$ cat src/rtl/smbs_pkg.sv
// Shared definitions for the serial multi-bus frame router: FSM encoding and
// default geometry constants.
package smbs_pkg;

  localparam int unsigned DEF_NPORTS = 4;
  localparam int unsigned DEF_NLANES = 4;
  localparam int unsigned DEF_LSEL_W = 2;
  localparam int unsigned DEF_CNT_W  = 4;

  typedef enum logic [2:0] {
    StIdle,
    StPort,
    StLane,
    StCnt,
    StData,
    StDone
  } smbs_state_e;

endpackage

$ cat src/rtl/smbs_field_shifter.sv
// Generic MSB-first field shift register with a bit counter. The value can also
// be decremented once fully loaded, which lets it double as a down-counter.
module smbs_field_shifter #(
  parameter int unsigned W = 4
) (
  input  logic         clk,
  input  logic         rst,
  input  logic         i_clear,
  input  logic         i_shift,
  input  logic         i_bit,
  input  logic         i_dec,
  output logic [W-1:0] o_value,
  output logic         o_last
);

  localparam int unsigned CW = $clog2(W + 1);

  logic [W-1:0]  r_value;
  logic [CW-1:0] r_cnt;

  // High while the bit being shifted in this cycle completes the field.
  assign o_last  = (r_cnt == CW'(W - 1));
  assign o_value = r_value;

  always_ff @(posedge clk or posedge rst) begin
    if (rst) begin
      r_value <= '0;
      r_cnt   <= '0;
    end else if (i_clear) begin
      r_value <= '0;
      r_cnt   <= '0;
    end else if (i_shift) begin
      r_value <= (r_value << 1) | W'(i_bit);
      r_cnt   <= r_cnt + CW'(1);
    end else if (i_dec) begin
      r_value <= r_value - W'(1);
    end
  end

endmodule

$ cat src/rtl/smbs_frame_router.sv
// Parses start/mask/lane/length frames from a serial line and routes payload
// bits onto the selected lane of every masked port, all outputs registered.
module smbs_frame_router
  import smbs_pkg::*;
#(
  parameter int unsigned NPORTS = DEF_NPORTS,
  parameter int unsigned NLANES = DEF_NLANES,
  parameter int unsigned LSEL_W = DEF_LSEL_W,
  parameter int unsigned CNT_W  = DEF_CNT_W
) (
  input  logic                     clk,
  input  logic                     rst,
  input  logic                     serIn,
  output logic [NPORTS*NLANES-1:0] L_output,
  output logic                     L_valid,
  output logic                     busy,
  output logic                     done,
  output logic                     err
);

  smbs_state_e r_state, w_state_d;

  logic [NPORTS-1:0]        w_mask;
  logic [LSEL_W-1:0]        w_lane;
  logic [CNT_W-1:0]         w_len;
  logic [CNT_W-1:0]         w_len_shift;
  logic                     w_mask_last, w_lane_last, w_len_last;
  logic                     w_clear, w_sh_mask, w_sh_lane, w_sh_len, w_dec_len;
  logic [NPORTS*NLANES-1:0] w_route;

  logic [NPORTS*NLANES-1:0] r_lout;
  logic                     r_valid, r_busy, r_done, r_err;

  smbs_field_shifter #(.W(NPORTS)) u_mask (
    .clk     (clk),
    .rst     (rst),
    .i_clear (w_clear),
    .i_shift (w_sh_mask),
    .i_bit   (serIn),
    .i_dec   (1'b0),
    .o_value (w_mask),
    .o_last  (w_mask_last)
  );

  smbs_field_shifter #(.W(LSEL_W)) u_lane (
    .clk     (clk),
    .rst     (rst),
    .i_clear (w_clear),
    .i_shift (w_sh_lane),
    .i_bit   (serIn),
    .i_dec   (1'b0),
    .o_value (w_lane),
    .o_last  (w_lane_last)
  );

  smbs_field_shifter #(.W(CNT_W)) u_len (
    .clk     (clk),
    .rst     (rst),
    .i_clear (w_clear),
    .i_shift (w_sh_len),
    .i_bit   (serIn),
    .i_dec   (w_dec_len),
    .o_value (w_len),
    .o_last  (w_len_last)
  );

  // Length as it will be once the current bit lands; decides DATA vs DONE.
  assign w_len_shift = (w_len << 1) | CNT_W'(serIn);

  always_comb begin
    w_state_d = r_state;
    w_clear   = 1'b0;
    w_sh_mask = 1'b0;
    w_sh_lane = 1'b0;
    w_sh_len  = 1'b0;
    w_dec_len = 1'b0;
    unique case (r_state)
      StIdle: begin
        w_clear = 1'b1;
        if (!serIn) w_state_d = StPort;
      end
      StPort: begin
        w_sh_mask = 1'b1;
        if (w_mask_last) w_state_d = StLane;
      end
      StLane: begin
        w_sh_lane = 1'b1;
        if (w_lane_last) w_state_d = StCnt;
      end
      StCnt: begin
        w_sh_len = 1'b1;
        if (w_len_last) w_state_d = (w_len_shift == '0) ? StDone : StData;
      end
      StData: begin
        w_dec_len = 1'b1;
        if (w_len == CNT_W'(1)) w_state_d = StDone;
      end
      StDone:  w_state_d = StIdle;
      default: w_state_d = StIdle;
    endcase
  end

  always_comb begin
    w_route = '0;
    for (int p = 0; p < NPORTS; p++) begin
      for (int l = 0; l < NLANES; l++) begin
        w_route[p*NLANES+l] = w_mask[p] & (w_lane == LSEL_W'(l)) & serIn;
      end
    end
  end

  // Outputs reflect the state being left, so busy falls exactly as done pulses.
  always_ff @(posedge clk or posedge rst) begin
    if (rst) begin
      r_state <= StIdle;
      r_lout  <= '0;
      r_valid <= 1'b0;
      r_busy  <= 1'b0;
      r_done  <= 1'b0;
      r_err   <= 1'b0;
    end else begin
      r_state <= w_state_d;
      r_lout  <= (r_state == StData) ? w_route : '0;
      r_valid <= (r_state == StData);
      r_busy  <= (r_state inside {StPort, StLane, StCnt, StData}) ||
                 ((r_state == StIdle) && !serIn);
      r_done  <= (r_state == StDone);
      r_err   <= (r_state == StDone) && (w_mask == '0);
    end
  end

  assign L_output = r_lout;
  assign L_valid  = r_valid;
  assign busy     = r_busy;
  assign done     = r_done;
  assign err      = r_err;

endmodule

$ cat config.mk
export PLATFORM = sky130hd
export DESIGN_NAME = smbs_frame_router
export DESIGN_NICKNAME = d
export VERILOG_FILES = /design/src/rtl/smbs_pkg.sv /design/src/rtl/smbs_field_shifter.sv /design/src/rtl/smbs_frame_router.sv
export SDC_FILE = /design/constraint.sdc
export NUM_CORES = 1
export LEC_CHECK = 0
export BUFFER_PORTS_ARGS = -buffer_cell sky130_fd_sc_hd__buf_2
export CORE_MARGIN = 1
export CORE_UTILIZATION = 51
export CTS_BUF_LIST = sky130_fd_sc_hd__clkbuf_16
export CTS_CLUSTER_SIZE = 25
export DETAILED_ROUTE_END_ITERATION = 16
export PLACE_DENSITY = 0.71
export SETUP_SLACK_MARGIN = 0.2
export SLEW_MARGIN = 30
export SYNTH_ARGS = -nofsm -noshare
export SYNTH_HDL_FRONTEND = slang
export SYNTH_SLANG_ARGS = --single-unit
$ cat constraint.sdc
create_clock -name clk -period 1.4 [get_ports clk]
set_input_delay 0.14 -clock clk [delete_from_list [all_inputs] [get_ports clk]]
set_output_delay 0.14 -clock clk [all_outputs]
set_load 0.02 [all_outputs]
* Word-level counts from Yosys, hierarchy flattened *
Cells that the tools add are included.

operators by class
  $add $sub $neg = 4
  equal/unequal tests = 17
  reductions and logical operators = 14
  multiplexer cells = 26
  bitwise operators = 35

operators by type and width
  kind                                                                 number
  1-bit bitwise AND                                                    32
  3-bit two-way mux                                                    9
  4-bit two-way mux                                                    5
  16-bit two-way mux                                                   1
  3-bit case mux with 5 select lines                                   1
  3-bit by 2-bit == test with 1-bit output (second input constant)     4
  4-bit logical NOT                                                    2
  2-bit two-way mux                                                    4
  4-bit by 1-bit bitwise OR with 4-bit output                          2
  3-bit by 1-bit adder with 3-bit output (second input constant)       2
  3-bit == test (second input constant)                                2
  1-bit two-way mux                                                    6
  2-bit by 1-bit != test with 1-bit output (second input constant)     3
  2-bit nonzero test                                                   3
  5-bit AND reduction                                                  1
  2-bit by 1-bit == test with 1-bit output (second input constant)     2
  2-bit == test (second input constant)                                2
  4-bit by 1-bit == test with 1-bit output (second input constant)     1
  2-bit != test (second input constant)                                2
  4-bit nonzero test                                                   1
  4-bit by 1-bit subtractor with 4-bit output (second input constant)  1
  3-bit by 1-bit == test with 1-bit output (second input constant)     1
  3-bit logical NOT                                                    1
  3-bit nonzero test                                                   1
  other kinds (6)                                                      7

word-level totals
  logic and storage cells = 108
  output and inout port bits = 20
  register bits after elaboration = 41
  bits of input ports = 3

* Logic depth before layout (Yosys ltp) *
Gate-level depths: netlist of run 1.

  word-level depth = 5
  depth in mapped cells = 5
  gate-level depth less buffers = 5

* By module *
A second synthesis of run 1 with hierarchy kept.

unflattened totals
  cell total of the unflattened synthesis = 172
  area, all modules = 1835.5 sq um

by module, submodules not included
  module                          cells each  instances  seq. area each (sq um)  area an instance (sq um)
  smbs_frame_router               78          1          575.6                   874.6
  smbs_field_shifter (u_len ...)  37          2          175.2                   377.9
  smbs_field_shifter (u_lane)     20          1          100.1                   205.2

* Least setup slack after synthesis of run 1 *
Ideal clock, no wire load.

  kind = register -> register
  start = register u_len.r_value[1] (netlist: u_len.o_value[1])
  end = register r_state[0]
  setup slack = 44 ps
  stages on the path, launching flop included = 6
  period minus slack after synthesis = 1356 ps
  buffers on the path = 0
  required time = 1334 ps
  arrival = 1290 ps
  library setup time = 66 ps
  cells stage by stage = dfrtp_1 inv_1 ha_1 or3b_1 a221oi_2 o32a_1

on the way
  word-level cells in the longest chain between the ends = 5
  elaborated cells on any way between the ends = 8
  classes of those cells = 2 x eq/ne; 3 x mux; 1 x bitwise; 2 x reduce/logical

ends and longest elaborated chain
  what                                         RTL line                  RTL
  start: declaration                           smbs_field_shifter.sv:18  logic [W-1:0] r_value;
  start signal: assignment                     smbs_field_shifter.sv:33  r_value <= (r_value << 1) | W'(i_bit);
  start signal: assignment                     smbs_field_shifter.sv:36  r_value <= r_value - W'(1);
  4-bit by 1-bit bitwise OR with 4-bit output  smbs_frame_router.sv:68   assign w_len_shift = (w_len << 1) | CNT_W'(serIn);
  4-bit logical NOT                            smbs_frame_router.sv:92   if (w_len_last) w_state_d = (w_len_shift == '0) ? StDone : StData;
  1-bit two-way mux                            smbs_frame_router.sv:92
  3-bit two-way mux                            smbs_frame_router.sv:92
  3-bit case mux with 5 select lines           smbs_frame_router.sv:77   unique case (r_state)
  end signal: assignment                       smbs_frame_router.sv:115  r_state <= StIdle;
  end signal: assignment                       smbs_frame_router.sv:122  r_state <= w_state_d;
  end: declaration                             smbs_frame_router.sv:21   smbs_state_e r_state, w_state_d;

Parallel ways exist; a longest one is shown, timed or not. The select of a mux whose other input is x is not followed.
A chain may end at the register's enable or synchronous reset.

* Final worst setup path of run 1 *
Same ends and word-level chain as after synthesis.

==> metrics.cfg, run 1 <==
[status]
status=finished, final reports clean

[sta]
fin_skew_ns=0.003116
min_period_ns=1.371
hold_ws_ns=0.1764
rsz0062_at_grt=true
slew_headroom_pct=66.63
hold_violations=0
finalCritPeriodShare_pct=97.94
worst_pin_slew_ns=0.5005
setup-violations-final=0
tns_ns=0
timing.fmax_ghz=0.7293
drv_slew=0

[clock_tree]
path_clk_slew_ns=0.06
cts_max_level=2
cts_buffer_depth=2
cts.sinks=41
cts_buffers=5
cts_tree=yes
insertion_delay_ns=0.28
root_buffer=clkbuf_16

[logic_synthesis]
synthTopCellsByCount=dfrtp_1 (41), nand2_1 (23), nor2_1 (14), inv_1 (10), o21ai_0 (8)
avgSynthCellArea_sq_um=10.66
synthTopCellsByArea=dfrtp_1 (55%), ha_1 (4.7%), nand2_1 (4.6%)
async_reset_ff_share_pct=100.0
synth_top_area_share_pct=55.00
ys_warn_count=0
synth-compound-area-share_pct=13.82
synth_flop_cell=dfrtp_1
ys_seq_area_share_pct=55.00
synth_cells=175
syn_area_sq_um=1866
synth_top_area_cell=dfrtp_1
post-synth-top-count-cell=dfrtp_1
synth_top_family_by_area=simple AND/OR/NAND/NOR gates
ys_ff_latch=41
netlist-cell-type-count=42
synth.net_count=185
synth-xor-area-share_pct=0
synthAdderAreaFrac_pct=4.695
synth_edf_count=0
synthMuxAreaShare_pct=1.610
synthSimpleGateAreaFrac_pct=19.45

[place]
hpwl_um=2643
numPortBuffers=22
place_inst=250
routabilityCongestion=0.7977

[hold_path]
whs_path_depth=3
hold-path-endpoint=u_lane.o_value[0]
min_from=serIn
hold_class=in2reg

[cells_and_area]
area_growth_pct=29.64
drive_gt1_share_pct=37.10
nFillCells=244
insertedDiodeCount=0
nNetsFinal=230
utilization_pct=70.81
fin_cells=267

[power]
p_seq_share_pct=37.0
peakVddDrop_uv=893.7
comb_power_share_pct=40.5
p_per_area_nw_per_um2=1999
power_w=0.004835
leakage_nw=1.213
swShare_pct=36.27
switching_power_w=0.001753
pwr-share-clk_pct=22.5
internal-power_w=0.003081

[floorplanning]
die_area_sq_um=3904
num_rows=21
io-pin-count=23
die_w_um=62.48
start_util_pct=54.62
die_h_um=62.48
coreArea_sq_um=3416

[route]
finalWirelength_um=3910
post_drt_wl_per_cell_um=14.64
drc_errors=0
drtAntennaViolNets=0
drt_first_pass_iters=4
viasPerCell=5.378
vias=1436
drt-initial-drc-count=103

[global_routing]
grt_usage_pct=22.20
grt_pass1_wl_um=6520
grt_start_max_net_pins=42
grt_pass1_vias=1405
antenna_found_initial=0
overflow=0

[critical_path]
arrival_ns=1.59
regToRegSetupSlack_ns=0.03
reg2reg_depth=5
r2r-start=u_len.o_value[1]
cp_data_required_time_ns=1.62
slowest_stage=dfrtp_1
cp_slowest_stage_delay_ns=0.39
crit_path_end_kind=flip-flop
critPathLaunchType=flip-flop
path_class=reg2reg
worstPathMaxFanout=2
r2r_end=r_state[0]
cp_cell_sequence=inv_2 > ha_1 > or3b_4 > a221oi_2 > o32a_1

[job]
max_cap_violations=0

-- metrics by stage --
step / cell area [sq um] / setup slack, ns
6_report: 2419 / 0.02889
2_1_floorplan: 1873 / 0.05929
3_5_place_dp: 2105 / 0.02749
5_1_grt: 2419 / -0.05204
4_1_cts: 2364 / 0.03612
3_3_place_gp: 2105 / 0.06910
-- logic make-up after synthesis --
| logic type | Yosys count |
|---|---|
| flip-flops | 41 |
| adder cells (fa/ha/maj) | 7 |
| buffers and inverters | 20 |
| multiplexers | 3 |
| AND/OR/NAND/NOR | 69 |
| AO/OA/AOI/OAI | 35 |
-- layout make-up --
type                            count  area (sq um)  share of cell area, %
Clock inverter                      3         17.52                 0.7243
Inverter                           10         37.54                  1.552
Tap cell                           46         57.56                  2.380
Sequential cell                    41          1028                  42.52
Timing Repair Buffer               48         330.3                  13.66
Multi-Input combinational cell    114         822.0                  33.99
Clock buffer                        5         125.1                  5.173
-- how the worst max path moves through the flow --
stage | cells after the start | startpoint | slack [ns] | endpoint
floorplan | 5 | u_len.o_value[1] | 0.06 | r_state[0]
global placement | 5 | u_len.o_value[1] | 0.07 | r_state[0]
detailed placement | 5 | u_len.o_value[1] | 0.03 | r_state[0]
CTS | 5 | u_len.o_value[1] | 0.04 | r_state[0]
global route | 3 | r_state[0] | -0.05 | u_len.r_cnt[1]
finish | 5 | u_len.o_value[1] | 0.03 | r_state[0]
-- cells in the final DEF, fill, tap and decap left out, types with 2 or more instances in the layout --
| master | instances |
|---|---|
| buf_4 | 20 |
| nand2_1 | 15 |
| a21oi_1 | 6 |
| o2bb2ai_1 | 3 |
| ha_1 | 5 |
| o21ai_1 | 3 |
| o21ai_0 | 5 |
| a21o_1 | 2 |
| nor3_1 | 5 |
| nand3_1 | 4 |
| inv_1 | 9 |
| nor2_1 | 14 |
| a221oi_2 | 2 |
| nand3b_1 | 2 |
| nor3b_1 | 2 |
| a22o_1 | 2 |
| buf_6 | 4 |
| o21ai_2 | 3 |
| nand2_2 | 7 |
| buf_2 | 22 |
| mux2i_1 | 3 |
| dfrtp_1 | 39 |
| dfrtp_2 | 2 |
| clkbuf_16 | 5 |
| nand2b_1 | 4 |
-- routing by layer --
metal / track usage [%] / vias to the layer above / wire length, um
met5: 0 / - / 0
li1: - / 695 / -
met1: 26.68 / 705 / 1634
met3: 6.204 / 6 / 148
met4: 9.593 / 0 / 61
met2: 37.09 / 30 / 2066
-- flip-flops by register name (all words and copies together), names as in the netlist --
name and count:
L_output 16, u_len.o_value 4, u_mask.o_value 4, r_state 3, u_len.r_cnt 3, u_mask.r_cnt 3
u_lane.o_value 2, u_lane.r_cnt 2, L_valid 1, busy 1, done 1, err 1
-- power groups by stage --
stage / logic (W) / registers, W / clock network, W
2_1_floorplan: 0.00120 / 0.00166 / 0
3_3_place_gp: 0.00147 / 0.00174 / 0
3_5_place_dp: 0.00156 / 0.00177 / 0
4_1_cts: 0.00181 / 0.00177 / 0.00112
5_1_grt: 0.00215 / 0.00183 / 0.00116
6_report: 0.00196 / 0.00179 / 0.00109
-- critical path, delay by kind of cell (launching register included) --
family	cells	cell delay [ns]
AOI/OAI and AO/OA	2	0.37
adders and majority gates	1	0.12
buffers and inverters	1	0.07
DFF	1	0.39
and+or+nand+nor	1	0.37
-- what timing repair did --
action | CTS | global route
endpoints found under the hold margin | 41 | 0
resized for setup | 21 | 12
buffers inserted | 5 | 2
pin swaps | 4 | 4
setup endpoints to repair | 33 | 36
hold buffers | 1 | 0
gates cloned | 1 | 0
Note: power is estimated with default switching activity, not from simulation.
==> run 2, diff against run 1 <==
--- a/config.mk
+++ b/config.mk
@@ -11,9 +11,9 @@
 export CTS_BUF_LIST = sky130_fd_sc_hd__clkbuf_16
 export CTS_CLUSTER_SIZE = 25
 export DETAILED_ROUTE_END_ITERATION = 16
-export PLACE_DENSITY = 0.71
+export GPL_ROUTABILITY_DRIVEN = 0
+export PLACE_DENSITY = 0.79
 export SETUP_SLACK_MARGIN = 0.2
-export SLEW_MARGIN = 30
 export SYNTH_ARGS = -nofsm -noshare
 export SYNTH_HDL_FRONTEND = slang
 export SYNTH_SLANG_ARGS = --single-unit
==> metrics.cfg, run 2 (synthesized netlist as in run 1, its figures left out) <==
[status]
status=finished with violations
violations=setup timing

[power]
p_per_area_nw_per_um2=2144  ; +7.2%
pwr-share-clk_pct=21.2  ; -1.3 points
peakVddDrop_uv=1478  ; +65%
swShare_pct=39.50  ; +3.2 points
p_seq_share_pct=30.8  ; -6.2 points
switching_power_w=0.002414  ; +38%
leakage_nw=1.349  ; +11%
comb_power_share_pct=48.0  ; +7.5 points
internal-power_w=0.003697  ; +20%

[sta]
fin_ws_ns=-0.1437  ; -0.1726 ns
fin_skew_ns=0.005092  ; +0.001976 ns
timing.fmax_ghz=0.6478  ; -11%
tns_ns=-0.3251  ; -0.3251 ns
rsz0062_at_grt=true
worst_pin_slew_ns=0.5041  ; +0.003588 ns
slew_headroom_pct=66.39  ; -0.24 points
hold_ws_ns=0.1910  ; +0.01459 ns
finalCritPeriodShare_pct=110.3  ; +12 points
hold_violations=0  ; unchanged
min_period_ns=1.544  ; +0.1726 ns
drv_slew=0  ; unchanged
setup-violations-final=4  ; +4

[global_routing]
grt_pass1_vias=1681  ; +20%
grt_usage_pct=27.37  ; +5.2 points
grt_pass1_wl_um=8052  ; +23%
antenna_found_initial=0  ; unchanged
overflow=0  ; unchanged
grt_start_max_net_pins=42  ; unchanged

[floorplanning]
start_util_pct=54.62  ; unchanged
die_h_um=62.48  ; unchanged
io-pin-count=23  ; unchanged
die_w_um=62.48  ; unchanged
die_area_sq_um=3904  ; unchanged
num_rows=21  ; unchanged
coreArea_sq_um=3416  ; unchanged

[cells_and_area]
nFillCells=157  ; -36%
insertedDiodeCount=0  ; unchanged
stdcell_area_sq_um=2850  ; +18%
drive_gt1_share_pct=56.65  ; +20 points
nNetsFinal=242  ; +5.2%
fin_cells=279  ; +4.5%
mostFrequentLayoutCell=dfrtp_1
final_cell_mix=dfrtp_1 (36), buf_2 (22), buf_4 (20)
largest_register_ffs=16  ; unchanged
area_growth_pct=52.78
utilization_pct=83.44  ; +13 points

[critical_path]
path_buf_inv=1  ; unchanged
worstPathMaxFanout=2  ; unchanged
cp_top_family=compound AO/OA/AOI/OAI gates
cp_cell_sequence=inv_2 > ha_4 > or3b_4 > a221oi_2 > o32a_1
crit_path_end_kind=flip-flop
cp_slowest_stage_delay_ns=0.41  ; +0.02 ns
critPathLaunchType=flip-flop
path_class=reg2reg
slowest_stage=dfrtp_1
cp_data_required_time_ns=1.62  ; about the same
arrival_ns=1.77  ; +0.18 ns

[place]
place_inst=247  ; -1.2%
placed_cell_area_sq_um=2082  ; -1.1%
hpwl_um=2489  ; -5.8%
numPortBuffers=22  ; unchanged

[route]
viasPerCell=6.143  ; +14%
post_drt_wl_per_cell_um=22.38  ; +53%
finalWirelength_um=6245  ; +60%
wl_met2_um=3127  ; +51%
drtAntennaViolNets=0  ; unchanged
top_layer=met4
vias=1714  ; +19%
dr_wl_met3_um=430  ; +190%
drt_first_pass_iters=4  ; unchanged
drc_errors=0  ; unchanged
drt-initial-drc-count=185  ; +80%
route.layer.met1.wl_um=2378  ; +46%

[clock_tree]
path_clk_slew_ns=0.06  ; about the same
cts_max_level=2  ; unchanged
cts_tree=yes
cts_buffers=5  ; unchanged
cts.sinks=41  ; unchanged
cts_buffer_depth=2  ; unchanged
root_buffer=clkbuf_16
insertion_delay_ns=0.29  ; about the same

[job]
max_cap_violations=0  ; unchanged

[hold_path]
hold_class=in2reg

[run 2: cell types whose count changed in the layout (fill, tap and decap cells not counted), moves of 3 or more]
cell,change
nand2_2,-5
nand2_4,+5
nor3_1,-4
nor2_4,+10
ha_1,-3
ha_4,+3
nor2_1,-12
dfrtp_1,-3
inv_2,+4
dfrtp_2,+3
buf_6,+10
inv_1,-5
[run 2: final cells by class]
class	instances	area, sq um	area share [%]
inverter	10	41.29	1.449
tap	46	57.56	2.019
clock inverter	3	41.29	1.449
sequential	41	1032	36.22
clock buffer	5	125.1	4.390
timing repair buffer	60	483.0	16.94
multi-input combinational	114	1070	37.53
[run 2: what timing repair did]
action | CTS | global route
endpoints found under the hold margin | 41 | 0
gates cloned | 1 | 0
pin swaps | 10 | 13
gates resized for setup | 46 | 65
setup endpoints to repair | 33 | 36
buffers inserted | 14 | 8
hold buffers | 1 | 0
[run 2: through the flow]
stage / worst slack [ns] / power, W
detailed placement: -0.03269 / 0.003280
CTS: -0.03156 / 0.005225
global placement: 0.06814 / 0.003170
floorplan: 0.05929 / 0.002867
finish: -0.1437 / 0.006110
global route: -0.1820 / 0.006381
[run 2: per-layer routing]
| layer | track usage (%) | up-vias |
|---|---|---|
| li1 | - | 717 |
| met1 | 31.40 | 845 |
| met2 | 45.79 | 119 |
| met3 | 7.664 | 33 |
| met4 | 15.41 | 0 |
| met5 | 0 | - |
[run 2: power groups by stage]
| stage | Combinational, W | Clock, W | Sequential [W] |
|---|---|---|---|
| floorplan | 0.00120 | 0 | 0.00166 |
| global placement | 0.00143 | 0 | 0.00174 |
| detailed placement | 0.00151 | 0 | 0.00177 |
| CTS | 0.00220 | 0.00129 | 0.00174 |
| global route | 0.00312 | 0.00136 | 0.00190 |
| finish | 0.00293 | 0.00130 | 0.00188 |
[run 2: worst paths after layout]
kind	start	endpoint	slack [ns]	cells past startpoint
hold / removal	serIn	u_mask.o_value[0]	0.19	3
setup / recovery	u_len.o_value[1]	r_state[0]	-0.14	5
max in group asynchronous	rst	r_state[2]	0.51	4
min in group asynchronous	rst	u_mask.r_cnt[0]	0.52	4
setup reg to reg	u_len.o_value[1]	r_state[0]	-0.14	5
hold reg to reg	u_mask.r_cnt[1]	u_mask.r_cnt[1]	0.51	2
[run 2: worst register-to-register path, stage by stage (launching register included)]
cell and delay [ns]:
dfrtp_1 0.41, inv_2 0.11, ha_4 0.13, or3b_4 0.38, a221oi_2 0.27, o32a_1 0.18
==> run 3, diff against run 2 <==
--- a/config.mk
+++ b/config.mk
@@ -16,4 +16,5 @@
 export SETUP_SLACK_MARGIN = 0.2
 export SYNTH_ARGS = -nofsm -noshare
 export SYNTH_HDL_FRONTEND = slang
+export SYNTH_HIERARCHICAL = 1
 export SYNTH_SLANG_ARGS = --single-unit
==> metrics.cfg, run 3 <==
[logic_synthesis]
post-synth-top-count-cell=dfrtp_1
synth_edf_count=0  ; unchanged
ys_warn_count=6  ; +6
synthTopCellsByCount=dfrtp_1 (41), nor2_1 (27), inv_1 (12), nand2_1 (10), ha_1 (7)
ys_seq_area_share_pct=55.90  ; +0.90 points
synth_top_area_share_pct=55.90  ; +0.90 points
ys_ff_latch=41  ; unchanged
synth_top_area_cell=dfrtp_1
netlist-cell-type-count=37  ; -12%
async_reset_ff_share_pct=100.0  ; unchanged
synth_flop_cell=dfrtp_1
syn_area_sq_um=1836  ; -1.6%
avgSynthCellArea_sq_um=10.67  ; +0.11%
synth_cells=172  ; -1.7%
synthTopCellsByArea=dfrtp_1 (56%), nor2_1 (5.5%), ha_1 (4.8%)

[critical_path]
path_class=reg2reg
worstPathMaxFanout=2  ; unchanged
arrival_ns=1.95  ; +0.18 ns
crit_path_end_kind=flip-flop
cp_data_required_time_ns=1.60  ; -0.02 ns
critPathLaunchType=flip-flop

[status]
violations=setup timing
status=finished with violations

[power]
comb_power_share_pct=46.5  ; -1.5 points
p_per_area_nw_per_um2=2163  ; +0.88%
switching_power_w=0.002163  ; -10%
p_seq_share_pct=31.6  ; +0.8 points
swShare_pct=36.93  ; -2.6 points
pwr-share-clk_pct=21.9  ; +0.7 points
internal-power_w=0.003693  ; about the same
leakage_nw=1.319  ; -2.2%
peakVddDrop_uv=1410  ; -4.6%

[floorplanning]
coreArea_sq_um=3390  ; -0.77%
die_area_sq_um=3843  ; -1.6%
num_rows=21  ; unchanged
start_util_pct=54.15  ; -0.46 points
die_h_um=61.99  ; -0.78%
io-pin-count=23  ; unchanged
die_w_um=61.99  ; -0.78%

[cells_and_area]
drive_gt1_share_pct=46.38  ; -10 points
largest_register_ffs=16  ; unchanged
nFillCells=171  ; +8.9%
area_growth_pct=47.51
insertedDiodeCount=0  ; unchanged
nNetsFinal=244  ; +0.83%
mostFrequentLayoutCell=dfrtp_1
final_cell_mix=dfrtp_1 (41), buf_2 (22), buf_4 (21)

[route]
drtAntennaViolNets=0  ; unchanged
viasPerCell=5.402  ; -12%
finalWirelength_um=4847  ; -22%
vias=1518  ; -11%
drt_first_pass_iters=4  ; unchanged
drc_errors=0  ; unchanged
drt-initial-drc-count=78  ; -58%
post_drt_wl_per_cell_um=17.25  ; -23%

[sta]
timing.fmax_ghz=0.5728  ; -12%
min_period_ns=1.746  ; +0.2022 ns
fin_skew_ns=0.004313  ; -0.0007798 ns
setup-violations-final=37  ; +33
tns_ns=-4.978  ; -4.653 ns
fin_ws_ns=-0.3459  ; -0.2022 ns
rsz0062_at_grt=true
drv_slew=0  ; unchanged
hold_violations=0  ; unchanged
finalCritPeriodShare_pct=124.7  ; +14 points

[global_routing]
overflow=0  ; unchanged
grt_pass1_wl_um=7320  ; -9.1%
grt_start_max_net_pins=24  ; -43%
grt_usage_pct=27.18  ; -0.19 points
antenna_found_initial=0  ; unchanged
grt_pass1_vias=1519  ; -9.6%

[clock_tree]
cts_buffers=5  ; unchanged
cts_tree=yes
insertion_delay_ns=0.28  ; about the same
root_buffer=clkbuf_16
cts.sinks=41  ; unchanged
cts_max_level=2  ; unchanged
path_clk_slew_ns=0.06  ; about the same
cts_buffer_depth=2  ; unchanged

[place]
numPortBuffers=22  ; unchanged
hpwl_um=2663  ; +7.0%
dpl_worst_slack_ns=-0.2566  ; -0.2239 ns

[hold_path]
hold_class=in2reg

[job]
max_cap_violations=0  ; unchanged

## run 3: through the flow
stage / area, sq um / power, W / hold slack (ns) / instances / util, %
3_5_place_dp: 2155 / 0.003571 / 0.09196 / 259 / 63.57
5_1_grt: 2708 / 0.006165 / 0.2576 / 281 / 79.88
2_1_floorplan: 1896 / 0.003052 / -0.09392 / 179 / -
4_1_cts: 2635 / 0.005579 / 0.2347 / 278 / 77.74
6_report: 2708 / 0.005856 / 0.2442 / 281 / 79.88
3_3_place_gp: 2155 / 0.003449 / 0.08054 / 259 / 63.57
## run 3: power groups by stage
stage | clock, W | sequential (W) | combinational (W)
after detailed placement | 0 | 0.00178 | 0.00179
after CTS | 0.00128 | 0.00182 | 0.00248
after global routing | 0.00136 | 0.00188 | 0.00293
after global placement | 0 | 0.00176 | 0.00169
final | 0.00128 | 0.00185 | 0.00272
after floorplan | 0 | 0.00177 | 0.00129
## run 3: routing by layer
metal	GRT usage (%)	part of all wire, %	up-vias
met3	7.246	4.8	10
met1	31.92	38	749
met5	0	0	-
li1	-	-	697
met2	46.66	55	62
met4	11.75	1.9	0
## run 3: final timing paths
kind	endpoint	startpoint	slack, ns	cells after the start
max	u_len/o_value[3]	r_state[1]	-0.35	5
max reg2reg	u_len/o_value[3]	r_state[1]	-0.35	5
max in group asynchronous	L_output[11]	rst	0.67	4
min reg2reg	u_len/r_cnt[1]	u_len/r_cnt[1]	0.54	2
min in group asynchronous	u_lane/r_cnt[1]	rst	0.35	3
min	u_len/o_value[0]	serIn	0.24	3
## run 3: timing repair
item                       CTS  global route
gates resized for setup     63            13
cloned                       3             0
hold buffers                 1             0
setup buffers                7             3
hold endpoints to repair    41             0
setup endpoints to repair   37            38
pin swaps                   17             5
## run 3: layout make-up
class                   instances  area (sq um)  area share [%]
clock buffers                   5         125.1           4.621
inverters                      13         53.80           1.987
well taps                      46         57.56           2.126
multi-input cells             119          1010           37.29
flip-flops and latches         41          1026           37.89
clock inverters                 3         41.29           1.525
repair buffers                 54         394.1           14.56
## run 3: kinds of logic after synthesis
| kind of cell | share of synthesized area [%] |
|---|---|
| muxes | 2.727 |
| xor gates and xnor gates | 3.817 |
| buffers and inverters | 4.430 |
| DFF | 55.90 |
| other | 0.2043 |
| AOI/OAI and AO/OA | 8.862 |
| and+or+nand+nor | 19.29 |
| adders and majority gates | 4.771 |
## run 3: worst max-delay path, stage by stage, from the launching register on
cell     delay [ns]
dfrtp_1        0.41
nor2_4         0.13
and2_4         0.14
or3b_4         0.38
or4_4          0.42
a31oi_1        0.18
